File: src/rtl/dmem_ctrl.sv
// Two-port round-robin controller for an async-read / sync-write word memory.
// Sub-word loads are lane-extracted; sub-word stores use read-modify-write.
// Defining DMEM_CHECK_EN enables the alignment and range error checks.
module dmem_ctrl #(
  parameter int unsigned MEM_BYTES      = 4096,
  parameter bit          RST_LAST_GRANT = 1'b1
) (
  input  logic        clk,
  input  logic        rst,
  input  logic        m0_req,
  input  logic        m0_we,
  input  logic [1:0]  m0_size,
  input  logic        m0_unsigned,
  input  logic [31:0] m0_addr,
  input  logic [31:0] m0_wdata,
  output logic        m0_ack,
  output logic [31:0] m0_rdata,
  output logic        m0_err,
  input  logic        m1_req,
  input  logic        m1_we,
  input  logic [1:0]  m1_size,
  input  logic        m1_unsigned,
  input  logic [31:0] m1_addr,
  input  logic [31:0] m1_wdata,
  output logic        m1_ack,
  output logic [31:0] m1_rdata,
  output logic        m1_err,
  output logic        mem_read_en,
  output logic        mem_write_en,
  output logic [31:0] mem_address,
  output logic [31:0] mem_write_data,
  input  logic [31:0] mem_read_data
);

  localparam int unsigned DW = 32;

  typedef enum logic [1:0] {IDLE, ACCESS, MERGE_WR, RESP} state_t;

  state_t          state_q, state_d;
  logic            we_q, uns_q, port_q, last_grant_q;
  logic [1:0]      size_q;
  logic [DW-1:0]   addr_q, wdata_q, merge_q, rdata0_q, rdata1_q;
  logic            grant_c, gnt_port_c, err_c;
  logic [7:0]      byte_c;
  logic [15:0]     half_c;
  logic [DW-1:0]   load_c, merge_c, word_addr_c;

  assign m0_rdata    = rdata0_q;
  assign m1_rdata    = rdata1_q;
  assign word_addr_c = {addr_q[31:2], 2'b00};

  // On a tie the port that was not served last wins
  assign gnt_port_c = (m0_req && m1_req) ? ~last_grant_q : m1_req;

`ifdef DMEM_CHECK_EN
  always_comb begin
    err_c = 1'b0;
    if (size_q == 2'b01 && addr_q[0])          err_c = 1'b1;
    if (size_q[1] && addr_q[1:0] != 2'b00)     err_c = 1'b1;
    if (addr_q >= DW'(MEM_BYTES))              err_c = 1'b1;
  end
`else
  assign err_c = 1'b0;
`endif

  // Lane extraction with sign/zero extension
  always_comb begin
    case (addr_q[1:0])
      2'd0:    byte_c = mem_read_data[7:0];
      2'd1:    byte_c = mem_read_data[15:8];
      2'd2:    byte_c = mem_read_data[23:16];
      default: byte_c = mem_read_data[31:24];
    endcase
    half_c = addr_q[1] ? mem_read_data[31:16] : mem_read_data[15:0];
    case (size_q)
      2'b00:   load_c = uns_q ? {24'd0, byte_c} : {{24{byte_c[7]}}, byte_c};
      2'b01:   load_c = uns_q ? {16'd0, half_c} : {{16{half_c[15]}}, half_c};
      default: load_c = mem_read_data;
    endcase
  end

  // Substitute the stored lane(s) into the word just read
  always_comb begin
    merge_c = mem_read_data;
    if (size_q == 2'b00) begin
      case (addr_q[1:0])
        2'd0:    merge_c[7:0]   = wdata_q[7:0];
        2'd1:    merge_c[15:8]  = wdata_q[7:0];
        2'd2:    merge_c[23:16] = wdata_q[7:0];
        default: merge_c[31:24] = wdata_q[7:0];
      endcase
    end else if (addr_q[1]) begin
      merge_c[31:16] = wdata_q[15:0];
    end else begin
      merge_c[15:0] = wdata_q[15:0];
    end
  end

  always_ff @(posedge clk or posedge rst) begin
    if (rst) state_q <= IDLE;
    else     state_q <= state_d;
  end

  // Next state plus state-decoded memory and response strobes
  always_comb begin
    state_d        = state_q;
    grant_c        = 1'b0;
    mem_read_en    = 1'b0;
    mem_write_en   = 1'b0;
    mem_address    = '0;
    mem_write_data = '0;
    m0_ack         = 1'b0;
    m1_ack         = 1'b0;
    m0_err         = 1'b0;
    m1_err         = 1'b0;
    case (state_q)
      IDLE: begin
        if (m0_req || m1_req) begin
          grant_c = 1'b1;
          state_d = ACCESS;
        end
      end
      ACCESS: begin
        mem_address = word_addr_c;
        state_d     = RESP;
        if (!err_c) begin
          if (!we_q) begin
            mem_read_en = 1'b1;
          end else if (size_q[1]) begin
            mem_write_en   = 1'b1;
            mem_write_data = wdata_q;
          end else begin
            mem_read_en = 1'b1;
            state_d     = MERGE_WR;
          end
        end
      end
      MERGE_WR: begin
        mem_address    = word_addr_c;
        mem_write_en   = 1'b1;
        mem_write_data = merge_q;
        state_d        = RESP;
      end
      RESP: begin
        m0_ack  = ~port_q;
        m1_ack  = port_q;
        m0_err  = ~port_q & err_c;
        m1_err  = port_q & err_c;
        state_d = IDLE;
      end
      default: state_d = IDLE;
    endcase
  end

  always_ff @(posedge clk or posedge rst) begin
    if (rst) begin
      we_q         <= 1'b0;
      uns_q        <= 1'b0;
      size_q       <= 2'b00;
      addr_q       <= '0;
      wdata_q      <= '0;
      port_q       <= 1'b0;
      last_grant_q <= RST_LAST_GRANT;
      merge_q      <= '0;
      rdata0_q     <= '0;
      rdata1_q     <= '0;
    end else begin
      if (grant_c) begin
        we_q         <= gnt_port_c ? m1_we       : m0_we;
        uns_q        <= gnt_port_c ? m1_unsigned : m0_unsigned;
        size_q       <= gnt_port_c ? m1_size     : m0_size;
        addr_q       <= gnt_port_c ? m1_addr     : m0_addr;
        wdata_q      <= gnt_port_c ? m1_wdata    : m0_wdata;
        port_q       <= gnt_port_c;
        last_grant_q <= gnt_port_c;
      end
      if (state_q == ACCESS && !err_c && !we_q) begin
        if (port_q) rdata1_q <= load_c;
        else        rdata0_q <= load_c;
      end
      if (state_q == ACCESS && !err_c && we_q && !size_q[1])
        merge_q <= merge_c;
    end
  end

endmodule

File: config.mk
export PLATFORM = sky130hd
export DESIGN_NAME = dmem_ctrl
export DESIGN_NICKNAME = d
export VERILOG_FILES = /design/src/rtl/dmem_ctrl.sv
export SDC_FILE = /design/constraint.sdc
export NUM_CORES = 1
export LEC_CHECK = 0
export ABC_AREA = 1
export ABC_CLOCK_PERIOD_IN_PS = 8200
export CELL_PAD_IN_SITES_DETAIL_PLACEMENT = 0
export CELL_PAD_IN_SITES_GLOBAL_PLACEMENT = 1
export CORE_MARGIN = 2
export CORE_UTILIZATION = 32
export DETAILED_ROUTE_END_ITERATION = 16
export PLACE_DENSITY_LB_ADDON = 0.1
export SYNTH_ARGS = -nofsm -noshare
export SYNTH_HDL_FRONTEND = slang
export SYNTH_SLANG_ARGS = --single-unit
File: constraint.sdc
create_clock -name clk -period 8.2 [get_ports clk]
set_clock_uncertainty 0.15 [all_clocks]
set_input_delay 1.64 -clock clk [delete_from_list [all_inputs] [get_ports clk]]
set_output_delay 1.64 -clock clk [all_outputs]
set_load 0.02 [all_outputs]
==> flow_summary.json, run 1 <==
{
  "maxSlewViolCount": 0,
  "cts_tree": "yes",
  "fin_crit_ns": 5.48,
  "clkPwrFrac": 0.153,
  "path_class": "register to output pin",
  "fin_nets": 1718,
  "ir_drop_v": 0.000186,
  "fin_crit_sh": 0.668,
  "synth_adder_area_share": 0.00685,
  "cts.clk_slew.worst_paths_ns": 0.07,
  "routed_wl_mm": 35.3,
  "hold_buffers": 0,
  "cts.sinks": 168,
  "root_buffer": "clkbuf_16",
  "gp_congestion": 0.821,
  "cp_max_fo": 33,
  "worst_hold_slack_ns": 0.329,
  "ys.flop_type": "dfrtp_1",
  "die_w_um": 173,
  "final-setup-viol-count": 0,
  "synthXorXnorAreaFrac": 0,
  "combPwrFrac": 0.576,
  "p_seq_frac": 0.270,
  "synth_top_area_cell": "dfrtp_1",
  "outcome": "complete, no violations",
  "arrival_ns": 3.69,
  "remaining_drc_errors": 0,
  "antenna_found_initial": 1,
  "syn_area_um2": 9130,
  "p_sw_uw": 2610,
  "worstSetupStartpointType": "register",
  "nFillCells": 2887,
  "slew_headroom": 0.168,
  "via_per_inst": 4.92,
  "synthToLayoutAreaGrowth_pct": 42.0,
  "post_cts_buffers": 0,
  "worstMarginPinSlew_ns": 1.25,
  "p_total_uw": 5540,
  "drive_gt1_frac": 0.0393,
  "cts_made_buffers": 17,
  "grt_pass1_wl_mm": 54.2,
  "p_int_uw": 2930,
  "io_pins": 306,
  "fmax_ghz": 0.183,
  "synthArstFlopShare": 1.00,
  "power_density_nw_per_um2": 427,
  "grt_overflow": 0,
  "synthSimpleGateAreaFrac": 0.282,
  "yosysWarnings": 0,
  "yosysMostFrequentCell": "nand2_1",
  "synth_common_cells": "nand2_1 (515), dfrtp_1 (167), nor2_1 (105), o21ai_0 (100), inv_1 (84)",
  "synth.distinct_cells": 28,
  "dieHeight_um": 173,
  "grt_usage": 0.233,
  "synthMuxAreaShare": 0,
  "syn_avg_cell_area_um2": 7.04,
  "synth_cells": 1298,
  "cts_resized": 0,
  "power.leakage_uw": 0.00588,
  "netSwitchingFraction": 0.471,
  "stdcell_area_um2": 13000,
  "finalHoldViolations": 0,
  "rsz0062_at_grt": "no",
  "cts.path.max_buffers": 2,
  "cp-end-kind": "output pin",
  "yosys.area.top_type_share": 0.458,
  "grt_max_degree": 107,
  "start_util": 0.327,
  "drt_iter0_drc": 713,
  "rows": 61,
  "min-delay-path-class": "register to register",
  "post_drt_wl_per_cell_um": 18.3,
  "synth_edf_count": 0,
  "fin_cells": 1933,
  "dp_cells": 1900,
  "worst_ep_required_time_ns": 6.41,
  "vias": 9502,
  "first_global_vias": 9137,
  "hpwl_mm": 25.1,
  "ys_seq_area_frac": 0.460,
  "fin_setup_tns_ns": 0,
  "max_cap_viol_count": 0,
  "synth_top_family_by_area": "simple AND/OR/NAND/NOR gates",
  "port_buffers": 301,
  "dpl-instance-area_um2": 12400,
  "yosys-top-cells-area": "dfrtp_1 (46%), nand2_1 (21%), o21ai_0 (5.5%), a31oi_1 (4.7%), nor2_1 (4.3%)",
  "coreArea_um2": 27900,
  "die_area_um2": 29900,
  "h-tree-depth": 4,
  "yosys_register_bits": 168,
  "clkLatencyLatePin_ns": 0.43,
  "synth_compound_area_frac": 0.171,
  "dr.pass1.iters": 5,
  "ant_nets": 0
}
-- routing by layer --
metal  vias to the layer above  GRT usage  share of wire
li1                       4660          -              -
met1                      4427      0.319           0.45
met2                       375      0.367           0.45
met3                        40     0.0591          0.079
met4                         0     0.0611          0.020
met5                         -          0              0
-- stage by stage --
step / worst slack, ns / utilization
after floorplan: 1.86 / -
after global placement: 3.26 / 0.443
after detailed placement: 3.13 / 0.443
after CTS: 2.66 / 0.464
after global routing: 2.45 / 0.464
final: 2.72 / 0.464
-- cells in the final DEF (no fill, tap or decap), types with 4 or more instances in the layout --
| master | n |
|---|---|
| o22ai_1 | 28 |
| nand3_1 | 34 |
| o21ai_0 | 100 |
| inv_6 | 6 |
| clkdlybuf4s50_1 | 301 |
| nand2_1 | 514 |
| conb_1 | 4 |
| nor2_1 | 103 |
| inv_1 | 83 |
| a21oi_1 | 72 |
| ha_1 | 5 |
| nor3_4 | 4 |
| dfrtp_1 | 167 |
| buf_4 | 13 |
| o211ai_1 | 5 |
| a31oi_1 | 68 |
| clkbuf_16 | 17 |
-- power groups by stage --
stage / Combinational, uW / Sequential, uW / Clock [uW]
2_1_floorplan: 1760 / 1600 / 0
3_3_place_gp: 3200 / 1510 / 0
3_5_place_dp: 3210 / 1510 / 0
4_1_cts: 3230 / 1500 / 868
5_1_grt: 3520 / 1550 / 898
6_report: 3190 / 1500 / 849
-- state kept, by name (all words and copies together) (netlist names), 2 cells and up --
register	count
addr_q	32
size_q	2
wdata_q	32
m0_rdata	32
merge_q	32
m1_rdata	32
state_q	2
-- critical path: stages, from the launching register on --
cell             delay, ns
dfrtp_1               0.41
inv_1                 0.10
ha_1                  1.12
inv_1                 0.44
buf_4                 0.35
a21oi_1               0.17
clkdlybuf4s50_1       0.62
-- area by class of cell --
| type | count | area (um2) | area share |
|---|---|---|---|
| Clock buffer | 18 | 439 | 0.0339 |
| Inverter | 87 | 332 | 0.0256 |
| Timing Repair Buffer | 314 | 3110 | 0.240 |
| Multi-Input combinational cell | 953 | 4250 | 0.327 |
| Tap cell | 378 | 473 | 0.0365 |
| Clock inverter | 14 | 161 | 0.0124 |
| Sequential cell | 168 | 4210 | 0.324 |
| Antenna cell | 1 | 2.50 | 0.000193 |
-- worst paths after layout --
path / from / end / slack, ns / cells past startpoint
min: m0_rdata[28]$_DFFE_PP0P_ / m0_rdata[28]$_DFFE_PP0P_ / 0.33 / 2
max reg2reg: size_q[1]$_DFFE_PP0P_ / m0_rdata[12]$_DFFE_PP0P_ / 5.08 / 8
max in group asynchronous: rst / wdata_q[6]$_DFFE_PP0P_ / 4.73 / 3
min reg2reg: m0_rdata[28]$_DFFE_PP0P_ / m0_rdata[28]$_DFFE_PP0P_ / 0.33 / 2
max: state_q[0]$_DFFE_PP0P_ / mem_write_data[27] / 2.72 / 6
min in group asynchronous: rst / m1_rdata[10]$_DFFE_PP0P_ / 1.68 / 2
-- cell families (layout without fill, tap and decap cells) --
| kind of cell | count (synthesis) | after routing |
|---|---|---|
| and+or+nand+nor | 662 | 662 |
| AOI/OAI and AO/OA | 282 | 282 |
| buffers and inverters | 180 | 433 |
| DFF | 168 | 168 |
| adders and majority gates | 5 | 5 |
| other | 1 | 5 |
Note: power is estimated with default switching activity, not from simulation.
==> run 2, diff against run 1 <==
- ABC_CLOCK_PERIOD_IN_PS: 8200 -> 5700
- clock period: 8.2 -> 5.7 ns (I/O delays scaled with it)
==> flow_summary.json, run 2 (synthesis gave the netlist of run 1 again) <==
{
  "die_area_um2": 29900,
  "r2r_cells": 8,
  "hpwl_mm": 25.2,
  "cts.clk_slew.worst_paths_ns": 0.07,
  "holdPathStages": 2,
  "cp_max_fo": 33,
  "grt_pass1_wl_mm": 54.2,
  "h-tree-depth": 4,
  "antenna_cells": 0,
  "max_cap_viol_count": 0,
  "rsz0062_at_grt": "no",
  "multi_input_area_um2": 4250,
  "ir_drop_v": 0.000252,
  "p_seq_frac": 0.273,
  "min-delay-path-class": "register to register",
  "post_cts_buffers": 0,
  "cp_top_family": "buffers and inverters",
  "dr.pass1.iters": 5,
  "final-setup-viol-count": 0,
  "fin_crit_ns": 4.43,
  "pre_cts_slack_ns": 1.69,
  "die_w_um": 173,
  "worst_ep_required_time_ns": 4.41,
  "cts_resized": 0,
  "cpMostUsedCell": "inv_1",
  "coreArea_um2": 27900,
  "io_pins": 306,
  "vias": 9518,
  "layout_common_cells": "nand2_1 (514), clkdlybuf4s50_1 (301), dfrtp_1 (167)",
  "fin_setup_tns_ns": 0,
  "outcome": "complete, no violations",
  "r2r_end": "m0_rdata[12]$_DFFE_PP0P_",
  "cts.sinks": 168,
  "r2r_start": "addr_q[1]$_DFFE_PP0P_",
  "ant_nets": 0,
  "worstPathCellList": "inv_1 -> ha_1 -> buf_4 -> inv_1 -> a21oi_1 -> clkdlybuf4s50_1",
  "rows": 61,
  "drive_gt1_frac": 0.0392,
  "path_class": "register to output pin",
  "arrival_ns": 3.14,
  "fmax_ghz": 0.226,
  "maxSlewViolCount": 0,
  "remaining_drc_errors": 0,
  "drt_iter0_drc": 586,
  "cts_made_buffers": 17,
  "fin_crit_sh": 0.778,
  "dieHeight_um": 173,
  "grt_overflow": 0,
  "nFillCells": 2950,
  "cts_tree": "yes",
  "first_global_vias": 9206,
  "root_buffer": "clkbuf_16",
  "netSwitchingFraction": 0.472,
  "synthToLayoutAreaGrowth_pct": 42.3,
  "fin_nets": 1719,
  "port_buffers": 301,
  "min_to": "last_grant_q$_DFFE_PP1P_",
  "postLayoutSetupSlackWorst_ns": 1.27,
  "cp-end-kind": "output pin",
  "antenna_found_initial": 0,
  "post_drt_wl_per_cell_um": 18.3,
  "crit_path_start": "state_q[0]$_DFFE_PP0P_",
  "critPathMaxStageDelay_ns": 0.64,
  "finalHoldViolations": 0,
  "p_sw_uw": 3760,
  "combPwrFrac": 0.573,
  "clkLatencyLatePin_ns": 0.43,
  "grt_usage": 0.233,
  "crit_slowest_cell": "clkdlybuf4s50_1",
  "power.leakage_uw": 0.00589,
  "cts.path.max_buffers": 2,
  "layout_commonest_cell": "nand2_1",
  "via_per_inst": 4.92,
  "hold_buffers": 0,
  "worstSetupStartpointType": "register",
  "regArea_um2": 4210,
  "start_util": 0.327,
  "routed_wl_mm": 35.3,
  "critPathBufInv": 4,
  "p_int_uw": 4210,
  "power_density_nw_per_um2": 613,
  "worstMarginPinSlew_ns": 1.16,
  "grt_max_degree": 169,
  "reg2reg_slack_ns": 2.93,
  "slew_headroom": 0.227,
  "hold_start": "last_grant_q$_DFFE_PP1P_",
  "clkPwrFrac": 0.154,
  "gp_congestion": 0.828
}
[run 2: cell types whose count changed in the layout (fill, tap and decap cells not counted), sizes merged]
cell,previous run,this run
clkbuf,18,19
clkinv,4,3
buf,13,14
diode,1,0
[run 2: worst min-delay path: stages, from the launching register on]
cell and delay, ns:
dfstp_2 0.37, o21ai_0 0.06, nand2_1 0.05
[run 2: metrics by stage]
stage	utilization	total power, uW	hold slack (ns)	cells	instance area, um2
floorplan	-	4840	0.303	1301	9150
global placement	0.444	6780	0.313	1901	12400
detailed placement	0.444	6800	0.315	1901	12400
CTS	0.465	8060	0.328	1933	13000
global route	0.465	8580	0.355	1933	13000
finish	0.465	7970	0.327	1933	13000
[run 2: power by group through the flow]
| stage | Clock, uW | Sequential [uW] | Combinational [uW] |
|---|---|---|---|
| floorplan | 0 | 2300 | 2540 |
| global placement | 0 | 2200 | 4580 |
| detailed placement | 0 | 2200 | 4600 |
| CTS | 1250 | 2180 | 4620 |
| global route | 1300 | 2250 | 5040 |
| finish | 1230 | 2180 | 4570 |
[run 2: worst max-delay path by stage]
stage                                       end  slack, ns  cells past startpoint
after floorplan           addr_q[0]$_DFFE_PP0P_       2.27                      1
after global placement       mem_write_data[15]       1.76                      6
after detailed placement     mem_write_data[11]       1.69                      6
after CTS                    mem_write_data[11]       1.19                      6
after global routing          mem_write_data[5]       0.95                      6
final                        mem_write_data[10]       1.27                      6
[run 2: metal layers]
metal  share of wire  wire (um)  global-route usage
met2            0.46      16300               0.378
met5               0          0                   0
met3           0.077       2740              0.0624
met4           0.017        586              0.0544
met1            0.44      15700               0.310
[run 2: layout make-up]
cell class	instances	share of cell area
Clock buffer	19	0.0341
Clock inverter	13	0.0120
Inverter	87	0.0254
Multi-Input combinational cell	953	0.327
Sequential cell	168	0.324
Tap cell	378	0.0364
Timing Repair Buffer	315	0.242
==> run 3, diff against run 2 <==
- ABC_CLOCK_PERIOD_IN_PS: 5700 -> 3800
- CORE_UTILIZATION: 32 -> 29
- clock period: 5.7 -> 3.8 ns (I/O delays scaled with it)
==> flow_summary.json, run 3 (synthesis gave the netlist of run 1 again) <==
{
  "power.leakage_uw": 0.00624,
  "hold_start": "m1_rdata[30]$_DFFE_PP0P_",
  "finalHoldViolations": 0,
  "fmax_ghz": 0.279,
  "crit_path_start": "state_q[1]$_DFFE_PP0P_",
  "gp_congestion": 0.827,
  "cts_resized": 0,
  "reg2reg_slack_ns": 1.09,
  "io_pins": 306,
  "rows": 64,
  "cp_max_fo": 33,
  "maxSlewViolCount": 0,
  "grt_pass1_wl_mm": 56.4,
  "post_drt_wl_per_cell_um": 18.6,
  "holdPathStages": 2,
  "start_util": 0.296,
  "root_buffer": "clkbuf_16",
  "die_area_um2": 32900,
  "ir_drop_v": 0.000352,
  "fin_crit_sh": 0.943,
  "critPathMaxStageDelay_ns": 0.61,
  "drt_iter0_drc": 571,
  "die_w_um": 181,
  "fin_cells": 1961,
  "slew_headroom": 0.209,
  "nFillCells": 3258,
  "cts_tree": "yes",
  "remaining_drc_errors": 0,
  "arrival_ns": 2.67,
  "ant_nets": 0,
  "drive_gt1_frac": 0.0499,
  "path_class": "register to output pin",
  "r2r_end": "m1_rdata[19]$_DFFE_PP0P_",
  "hold_buffers": 0,
  "dieHeight_um": 181,
  "cts.sinks": 168,
  "post_cts_buffers": 0,
  "dp_cells": 1928,
  "dr.pass1.iters": 5,
  "port_buffers": 301,
  "r2r_cells": 8,
  "fin_crit_ns": 3.58,
  "grt_usage": 0.223,
  "h-tree-depth": 4,
  "cp-end-kind": "output pin",
  "fin_setup_tns_ns": 0,
  "regArea_um2": 4210,
  "outcome": "complete, no violations",
  "first_global_vias": 9233,
  "coreArea_um2": 30800,
  "layout_commonest_cell": "nand2_1",
  "postLayoutSetupSlackWorst_ns": 0.217,
  "worst_ep_required_time_ns": 2.89,
  "cts.clk_slew.worst_paths_ns": 0.07,
  "rsz0062_at_grt": "no",
  "hpwl_mm": 26.5,
  "vias": 9391,
  "min-delay-path-class": "register to register",
  "r2r_start": "state_q[1]$_DFFE_PP0P_",
  "antenna_found_initial": 1,
  "grt_overflow": 0,
  "fin_nets": 1728,
  "cts_made_buffers": 17,
  "p_total_uw": 12100,
  "worstMarginPinSlew_ns": 1.19,
  "worstSetupStartpointType": "register",
  "routed_wl_mm": 36.5,
  "worstPathCellList": "inv_1 -> ha_1 -> inv_1 -> nor3_4 -> buf_12 -> nand2_1 -> a21oi_1 -> clkdlybuf4s50_1",
  "cpMostUsedCell": "inv_1",
  "max_cap_viol_count": 0,
  "grt_max_degree": 140,
  "pre_cts_slack_ns": 0.659,
  "crit_slowest_cell": "clkdlybuf4s50_1",
  "synthToLayoutAreaGrowth_pct": 44.4,
  "power_density_nw_per_um2": 916,
  "multi_input_area_um2": 4250,
  "clkLatencyLatePin_ns": 0.44,
  "final-setup-viol-count": 0,
  "via_per_inst": 4.79,
  "layout_common_cells": "nand2_1 (514), clkdlybuf4s50_1 (278), dfrtp_1 (167)",
  "min_to": "m1_rdata[30]$_DFFE_PP0P_",
  "cts.path.max_buffers": 2,
  "final_util": 0.428
}
## run 3: cell count changes in the layout (fill, tap and decap cells not counted)
cell | previous run | this run
clkinvlp_4 | 2 | 3
dlymetal6s2s_1 | 0 | 16
buf_12 | 2 | 8
clkdlybuf4s50_1 | 301 | 278
bufinv_16 | 2 | 1
clkinv_4 | 2 | 1
buf_4 | 12 | 22
diode_2 | 0 | 1
clkbuf_1 | 1 | 0
clkinv_8 | 0 | 2
## run 3: routing by layer
layer	track usage	up-vias	wire length (um)
li1	-	4697	-
met1	0.307	4378	16900
met2	0.357	294	16800
met3	0.0546	22	2430
met4	0.0452	0	429
met5	0	-	0
## run 3: cell type report
class,count,area share
multi-input cells,953,0.322
flip-flops and latches,168,0.319
repair buffers,324,0.251
well taps,396,0.0376
clock inverters,14,0.0120
diodes,1,0.000190
inverters,87,0.0251
clock buffers,18,0.0333
## run 3: how the worst max path moves through the flow
stage | end | slack, ns
after floorplan | addr_q[0]$_DFFE_PP0P_ | 0.75
after global placement | mem_write_data[6] | 0.71
after detailed placement | mem_write_data[11] | 0.66
after CTS | mem_write_data[11] | 0.15
after global routing | mem_write_data[19] | 0.0002
final | mem_write_data[19] | 0.22
## run 3: stage by stage
step	instance area [um2]	hold slack, ns
2_1_floorplan	9150	0.303
3_3_place_gp	12500	0.314
3_5_place_dp	12500	0.315
4_1_cts	13100	0.337
5_1_grt	13200	0.352
6_report	13200	0.329
## run 3: power breakdown
part | internal, uW | switching [uW]
sequential | 2660 | 635
clock | 952 | 858
combinational | 2720 | 4250
total | 6330 | 5740
## run 3: worst max-delay path: cells and delay by family (launching register included)
family,cells,cell delay (ns)
AO/OA/AOI/OAI,1,0.12
adder cells (fa/ha/maj),1,0.18
buffers and inverters,4,1.16
flip-flops,1,0.41
AND/OR/NAND/NOR,2,0.35
